$ cat config.mk
export PLATFORM = sky130hd
export DESIGN_NAME = btn_input_debounce
export DESIGN_NICKNAME = d
export VERILOG_FILES = /design/src/rtl/btn_input_debounce.sv
export SDC_FILE = /design/constraint.sdc
export NUM_CORES = 1
export LEC_CHECK = 0
export CORE_ASPECT_RATIO = 1.5
export CORE_UTILIZATION = 39
export DETAILED_ROUTE_END_ITERATION = 10
export PLACE_DENSITY = 0.61
export SETUP_SLACK_MARGIN = 0.4
export SYNTH_ARGS = -nofsm -noshare
export SYNTH_HDL_FRONTEND = slang
export SYNTH_SLANG_ARGS = --single-unit
$ cat constraint.sdc
create_clock -name clk100 -period 5.41 [get_ports clk100]
set_clock_uncertainty 0.05 [all_clocks]
set_input_delay 1.3525 -clock clk100 [delete_from_list [all_inputs] [get_ports clk100]]
set_output_delay 1.3525 -clock clk100 [all_outputs]
set_load 0.1 [all_outputs]
$ cat src/rtl/btn_input_debounce.sv
// Per-button 2-flop synchroniser, debounce counter and RELEASED/PRESSED/HELD hold FSM.
// Define BTN_AUTO_REPEAT_EN to add periodic btn_long repeat pulses while a button stays held.
//
// state      | meaning
// RELEASED   | debounced level is 0, waiting for an accepted press
// PRESSED    | accepted press, hold counter running towards LONG_CYC
// HELD       | long press already signalled, hold counter saturated

module btn_input_debounce #(
    parameter int NUM_BTN      = 2,
    parameter int ACTIVE_LOW   = 1,
    parameter int DEBOUNCE_CYC = 1000000,
    parameter int LONG_CYC     = 100000000,
    parameter int REPEAT_CYC   = 20000000
) (
    input  logic               clk100,
    input  logic               rst_n,
    input  logic [NUM_BTN-1:0] btn_raw,
    output logic [NUM_BTN-1:0] btn_level,
    output logic [NUM_BTN-1:0] btn_press,
    output logic [NUM_BTN-1:0] btn_release,
    output logic [NUM_BTN-1:0] btn_long
);

    localparam int DB_W   = $clog2(DEBOUNCE_CYC);
    localparam int HOLD_W = $clog2(LONG_CYC);
    localparam logic [DB_W-1:0]   DB_TC    = DB_W'(DEBOUNCE_CYC - 1);
    localparam logic [HOLD_W-1:0] LONG_TC  = HOLD_W'(LONG_CYC - 1);
    localparam logic              SYNC_RST = (ACTIVE_LOW != 0);
`ifdef BTN_AUTO_REPEAT_EN
    localparam int REP_W = $clog2(REPEAT_CYC);
    localparam logic [REP_W-1:0]  REP_TC   = REP_W'(REPEAT_CYC - 1);
`endif

    if (DEBOUNCE_CYC < 2 || LONG_CYC <= DEBOUNCE_CYC || REPEAT_CYC < 2) begin : g_bad_cfg
        $error("btn_input_debounce: illegal DEBOUNCE_CYC/LONG_CYC/REPEAT_CYC combination");
    end

    typedef enum logic [1:0] {
        S_RELEASED = 2'd0,
        S_PRESSED  = 2'd1,
        S_HELD     = 2'd2
    } state_t;

    for (genvar ch = 0; ch < NUM_BTN; ch++) begin : g_ch
        logic [1:0]        sync_q;
        logic              p_sync;
        logic              accept;
        logic [DB_W-1:0]   db_q, db_d;
        logic              level_q, level_d;
        logic              press_q, press_d;
        logic              rel_q, rel_d;
        logic              long_q, long_d;
        state_t            st_q, st_d;
        logic [HOLD_W-1:0] hold_q, hold_d;
`ifdef BTN_AUTO_REPEAT_EN
        logic [REP_W-1:0]  rep_q, rep_d;
`endif

        // Sync flops reset to the idle pin value so reset release never looks like a press.
        assign p_sync = (ACTIVE_LOW != 0) ? ~sync_q[1] : sync_q[1];

        always_ff @(posedge clk100 or negedge rst_n) begin
            if (!rst_n) begin
                sync_q  <= {2{SYNC_RST}};
                db_q    <= '0;
                level_q <= 1'b0;
                press_q <= 1'b0;
                rel_q   <= 1'b0;
                long_q  <= 1'b0;
                st_q    <= S_RELEASED;
                hold_q  <= '0;
`ifdef BTN_AUTO_REPEAT_EN
                rep_q   <= '0;
`endif
            end else begin
                sync_q  <= {sync_q[0], btn_raw[ch]};
                db_q    <= db_d;
                level_q <= level_d;
                press_q <= press_d;
                rel_q   <= rel_d;
                long_q  <= long_d;
                st_q    <= st_d;
                hold_q  <= hold_d;
`ifdef BTN_AUTO_REPEAT_EN
                rep_q   <= rep_d;
`endif
            end
        end

        always_comb begin
            db_d    = '0;
            level_d = level_q;
            accept  = 1'b0;
            if (p_sync != level_q) begin
                if (db_q == DB_TC) begin
                    level_d = p_sync;
                    accept  = 1'b1;
                end else begin
                    db_d = db_q + 1'b1;
                end
            end
        end

        // Release is checked before the long-press terminal count, so it wins a tie.
        always_comb begin
            st_d    = st_q;
            hold_d  = hold_q;
            press_d = 1'b0;
            rel_d   = 1'b0;
            long_d  = 1'b0;
`ifdef BTN_AUTO_REPEAT_EN
            rep_d   = rep_q;
`endif
            case (st_q)
                S_RELEASED: begin
                    if (accept && level_d) begin
                        st_d    = S_PRESSED;
                        hold_d  = '0;
                        press_d = 1'b1;
                    end
                end
                S_PRESSED: begin
                    if (accept && !level_d) begin
                        st_d   = S_RELEASED;
                        hold_d = '0;
                        rel_d  = 1'b1;
                    end else if (hold_q == LONG_TC) begin
                        st_d   = S_HELD;
                        long_d = 1'b1;
`ifdef BTN_AUTO_REPEAT_EN
                        rep_d  = '0;
`endif
                    end else begin
                        hold_d = hold_q + 1'b1;
                    end
                end
                S_HELD: begin
                    if (accept && !level_d) begin
                        st_d   = S_RELEASED;
                        hold_d = '0;
                        rel_d  = 1'b1;
`ifdef BTN_AUTO_REPEAT_EN
                        rep_d  = '0;
`endif
                    end
`ifdef BTN_AUTO_REPEAT_EN
                    else if (rep_q == REP_TC) begin
                        long_d = 1'b1;
                        rep_d  = '0;
                    end else begin
                        rep_d = rep_q + 1'b1;
                    end
`endif
                end
                default: begin
                    st_d   = S_RELEASED;
                    hold_d = '0;
                end
            endcase
        end

        assign btn_level[ch]   = level_q;
        assign btn_press[ch]   = press_q;
        assign btn_release[ch] = rel_q;
        assign btn_long[ch]    = long_q;
    end

endmodule

* Yosys cells after proc, flatten, opt, wreduce, memory -nomap -nowiden *
Index checks and enable logic that the tools add are counted.

word-level totals
  register bits = 110
  bits in latches = 0
  bits in writable memories = 0
  ROM bits = 0
  input bits = 4
  word-level logic and storage cells = 100
  memories kept = 0

operators by class
  add/sub/neg operators = 4
  multipliers = 0
  divide/modulo/power cells = 0
  $lt $le $gt $ge = 0
  equal/unequal tests = 18
  shift operators = 0
  mux-type cells = 46
  bitwise gates (word level) = 2
  reduce and logical (&&, ||, !) cells = 14

operators by type and width
  operator                 number
  $mux W27                 8
  $pmux W27 S3             2
  $mux W20                 4
  $add A27 B1 Y27 const B  2
  $eq A27 B27 Y1 const B   2
  $add A20 B1 Y20 const B  2
  $eq A20 B20 Y1 const B   2
  $mux W1                  22
  $mux W2                  8
  $ne A3 B3 Y1 const B     4
  $pmux W2 S3              2
  $reduce_and A3 Y1        4
  $ne A2 B2 Y1 const B     4
  $eq A2 B1 Y1 const B     2
  $eq A2 B2 Y1 const B     2
  $logic_and A1 B1 Y1      4
  $logic_not A2 Y1         2
  $reduce_or A2 Y1         2
  $logic_not A1 Y1         2
  $ne A1 B1 Y1             2
  $not A1 Y1               2

* Depth between registers and ports, before layout *
  depth after elaboration = 7
  depth in mapped cells = 9

* Worst setup path after synthesis *
No wires, ideal clock.

  path type = reg-to-reg
  start = register g_ch[1].db_q[0]
  end = register g_ch[1].hold_q[17]
  library setup time = 0.125 ns
  arrival time = 2.239 ns
  path slack = 2.997 ns
  stages on the path, launching flop included = 9
  clock period less this slack = 2.413 ns
  cells stage by stage = dfrtp_1 ha_1 and3_1 clkbuf_1 nand4_1 o41a_1 buf_2 nor4_1 mux2_2

on the way
  word-level cells in the longest chain between the ends = 7
  elaborated cells on any way between the ends = 14
  those cells by class = eq/ne: 4; mux: 6; reduce/logical: 4

RTL lines
  item                                                         RTL line  source
  from (decl)                                                  49        logic [DB_W-1:0] db_q, db_d;
  from (signal assigned)                                       66        db_q <= '0;
  from (signal assigned)                                       78        db_q <= db_d;
  $eq A20 B20 Y1 *                                             96        if (db_q == DB_TC) begin
  $mux W1                                                      96
  $mux W1                                                      95        if (p_sync != level_q) begin
  $logic_not A1 Y1                                             124, 139
  $logic_and A1 B1 Y1                                          124, 139
  $ne A3 B3 Y1 (no line) (tied with other cells)               n/a
  $reduce_and A3 Y1 (no line) or $pmux W27 S3 (tied branches)  n/a
  to (signal assigned)                                         84        hold_q <= hold_d;
  to (decl)                                                    55        logic [HOLD_W-1:0] hold_q, hold_d;

Every way passes the cells marked *; elsewhere a longest branch is shown, timed or not.
A chain may end at the register's enable or synchronous reset.

* Worst setup path after layout *
  start = register g_ch[1].level_q
  end = output port btn_level[1]

RTL lines
  item                    RTL line  source
  from (decl)             50        logic level_q, level_d;
  from (signal assigned)  79        level_q <= level_d;
  to (decl)               19        output logic [NUM_BTN-1:0] btn_level,

No word-level cell between the ends.

==> impl_metrics.tcl <==
set metrics [dict create \
    final_layout_size_suffix_gt1_share_pct 8.57 \
    cts.path.max_buffers 2 \
    synth-edff-count 0 \
    htree_levels 3 \
    hold_buffers 0 \
    drt_wl_total_mm 12.3 \
    ir_worst_vdd_mv 0.212 \
    yosysSeqAreaShare_pct 46.0 \
    setup_slack_ns 1.98 \
    area_growth_pct 8.58 \
    dp.cells 790 \
    ios 12 \
    hold_class "reg -> reg" \
    routedWlPerCell_um 15.2 \
    row_count 55 \
    ys_ff_latch 110 \
    critPathSlowestCell "clkdlybuf4s50_1" \
    worstMarginPinSlew_ns 1.03 \
    die_w_um 103 \
    globalRouteOverflowTotal 0 \
    start_util_pct 39.8 \
    clk_pin_slew_ns 0.07 \
    setup_viol 0 \
    crit_required_ns 4.01 \
    gp_congestion 0.811 \
    synth_cells 608 \
    fin_setup_tns_ns 0 \
    cts_buffers 9 \
    tritoncts "done" \
    num_vias 4487 \
    path_cells "clkdlybuf4s50_1" \
    die_area_um2 15900 \
    drc_errors 0 \
    critPathBufInv 1 \
    clkSinkCount 110 \
    yosys.cell_types.count 63 \
    netlist_top_cells_count "106 x dfrtp_1, 80 x nor2_1, 45 x nand2_1, 32 x xnor2_1, 32 x xor2_1" \
    worstPathArrival_ns 2.03 \
    nFillCells 1429 \
    slowest_delay_ns 1.18 \
    timing.slew.headroom_pct 31.7 \
    root_buffer "clkbuf_16" \
    fin_crit_sh_pct 63.4 \
    slew_viol_final 0 \
    drt_iter0_drc 223 \
    drtAntennaViolNets 0 \
    dpl.hpwl_mm 8.36 \
    avgViaCountPerCell 5.57 \
    grtUsageTotal_pct 16.9 \
    finalCriticalPeriod_ns 3.43 \
    ys_warn_count 0 \
    rsz0062_at_grt "no" \
    fmax_mhz 292 \
    place_ws_ns 2.27 \
    grt_max_degree 81 \
    outcome "completed" \
    diodes 0 \
    crit_fanout 7 \
    worstSetupPathType "reg -> out" \
    nets 616 \
    grt_pass1_vias 4553 \
    crit_family "buffers and inverters" \
    syn_area_um2 5990 \
    grt_pass1_wl_mm 21.3 \
    finalNonFillerCells 806 \
    synth.most_common_cell "dfrtp_1" \
    cts_resized 0 \
    synthTopCellsByArea "dfrtp_1 44%, nor2_1 5.0%, xnor2_1 4.7%" \
    die_h_um 154 \
    synth.avg_cell_area_um2 9.85 \
    yosysTopAreaCellShare_pct 44.3 \
    critPathCaptureType "output pin" \
    antenna_found_initial 0 \
    cp-start-kind "flip-flop" \
    leakage_nw 2.62 \
    core_area_um2 15100 \
    post-cts-setup-buffers 0 \
    cellPowerDensity_nw_per_um2 237 \
    hold_viol 0 \
    synth_top_area_cell "dfrtp_1" \
    synth-async-reset-ratio_pct 100 \
    clk_latency_ns 0.36 \
    port_buffers 11 \
    final_core_util_pct 43.2 \
    synth_nets 622 \
    drv_cap 0 \
    yosys_most_used_dff "dfrtp_1" \
    first_pass_iters 4 \
]
==> worst register-to-register path: stages, from the launching register on <==
cell	delay, ns
dfrtp_1	0.39
ha_1	0.22
and4_1	0.27
nand4_2	0.21
o31ai_2	0.81
and2_1	0.74
or4_1	0.22
nand2_1	0.05
==> state kept, by name, summed over array words and instances, names as in the netlist <==
register and cells:
g_ch.press_q 2, g_ch.db_q 40, g_ch.sync_q 4, g_ch.rel_q 2, g_ch.hold_q 54, g_ch.st_q 4, g_ch.level_q 2, g_ch.long_q 2
==> path summary, 6_finish.rpt <==
| check | start | end | slack (ns) | cells past startpoint |
|---|---|---|---|---|
| hold reg to reg | g_ch[0].sync_q[0] | g_ch[0].sync_q[1] | 0.31 | 0 |
| max in group asynchronous | rst_n | g_ch[0].long_q | 3.17 | 2 |
| setup / recovery | g_ch[1].level_q | btn_level[1] | 1.98 | 1 |
| hold / removal | g_ch[0].sync_q[0] | g_ch[0].sync_q[1] | 0.31 | 0 |
| min in group asynchronous | rst_n | g_ch[1].db_q[2] | 1.12 | 1 |
| setup reg to reg | g_ch[0].db_q[0] | g_ch[0].hold_q[4] | 2.33 | 7 |
==> placed cells by master (no fill, tap or decap), drive strengths merged, types with 4 or more instances in the layout <==
cell type      synthesis  routed
ha                    10      10
xnor2                 32      32
o31ai                  5       5
and4                  13      13
a21oi                 24      24
clkbuf                14      12
nor2                  85      85
nor2b                  4       4
nand3                 32      32
or3                   19      19
xor2                  32      32
clkdlybuf4s50          0      10
and2                   5       5
o21ai                 23      23
nor3                   7       7
or4                    5       5
or2                    5       5
nor4                  11      11
inv                   14      15
dfrtp                106     106
o211ai                 6       6
dfstp                  4       4
a2111oi                6       6
nand4                 20      20
nand2                 45      45
and3                  17      17
a211oi                12      12
==> per-layer routing <==
metal | vias up | share of wire (%) | global-route usage, % | routed length (um)
met5 | - | 0 | 0 | 0
met4 | 0 | 1.8 | 8.12 | 215
met3 | 16 | 3.0 | 2.59 | 367
met2 | 61 | 53 | 29.2 | 6470
met1 | 2255 | 43 | 20.1 | 5220
li1 | 2155 | - | - | -
==> layout make-up <==
type,count,area [um2],share of cell area (%)
inverter,14,52.6,0.808
clock buffer,12,246,3.79
sequential,110,2760,42.4
clock inverter,4,55.1,0.846
tap,199,249,3.83
multi-input combinational,454,3020,46.5
timing repair buffer,13,123,1.88
==> where the power goes <==
part	internal, mW	switching [mW]
Combinational	0.00659	0.0242
Clock	0.375	0.306
Sequential	0.828	0.00521
Total	1.21	0.335
==> cell families after synthesis <==
| logic type | Yosys count | share of synthesized area, % |
|---|---|---|
| simple gates | 283 | 25.4 |
| buf+inv | 44 | 3.53 |
| fa+ha+maj | 10 | 2.09 |
| flops | 110 | 46.0 |
| mux | 3 | 0.564 |
| compound gates | 94 | 13.0 |
| xor+xnor | 64 | 9.36 |
==> stage by stage <==
stage	hold slack [ns]	area (um2)	power (mW)
2_1_floorplan	0.295	5990	0.858
3_3_place_gp	0.297	6200	0.880
3_5_place_dp	0.300	6200	0.882
4_1_cts	0.310	6500	1.57
5_1_grt	0.311	6500	1.60
6_report	0.310	6500	1.54
No activity file was read; power rests on OpenSTA's default activity.
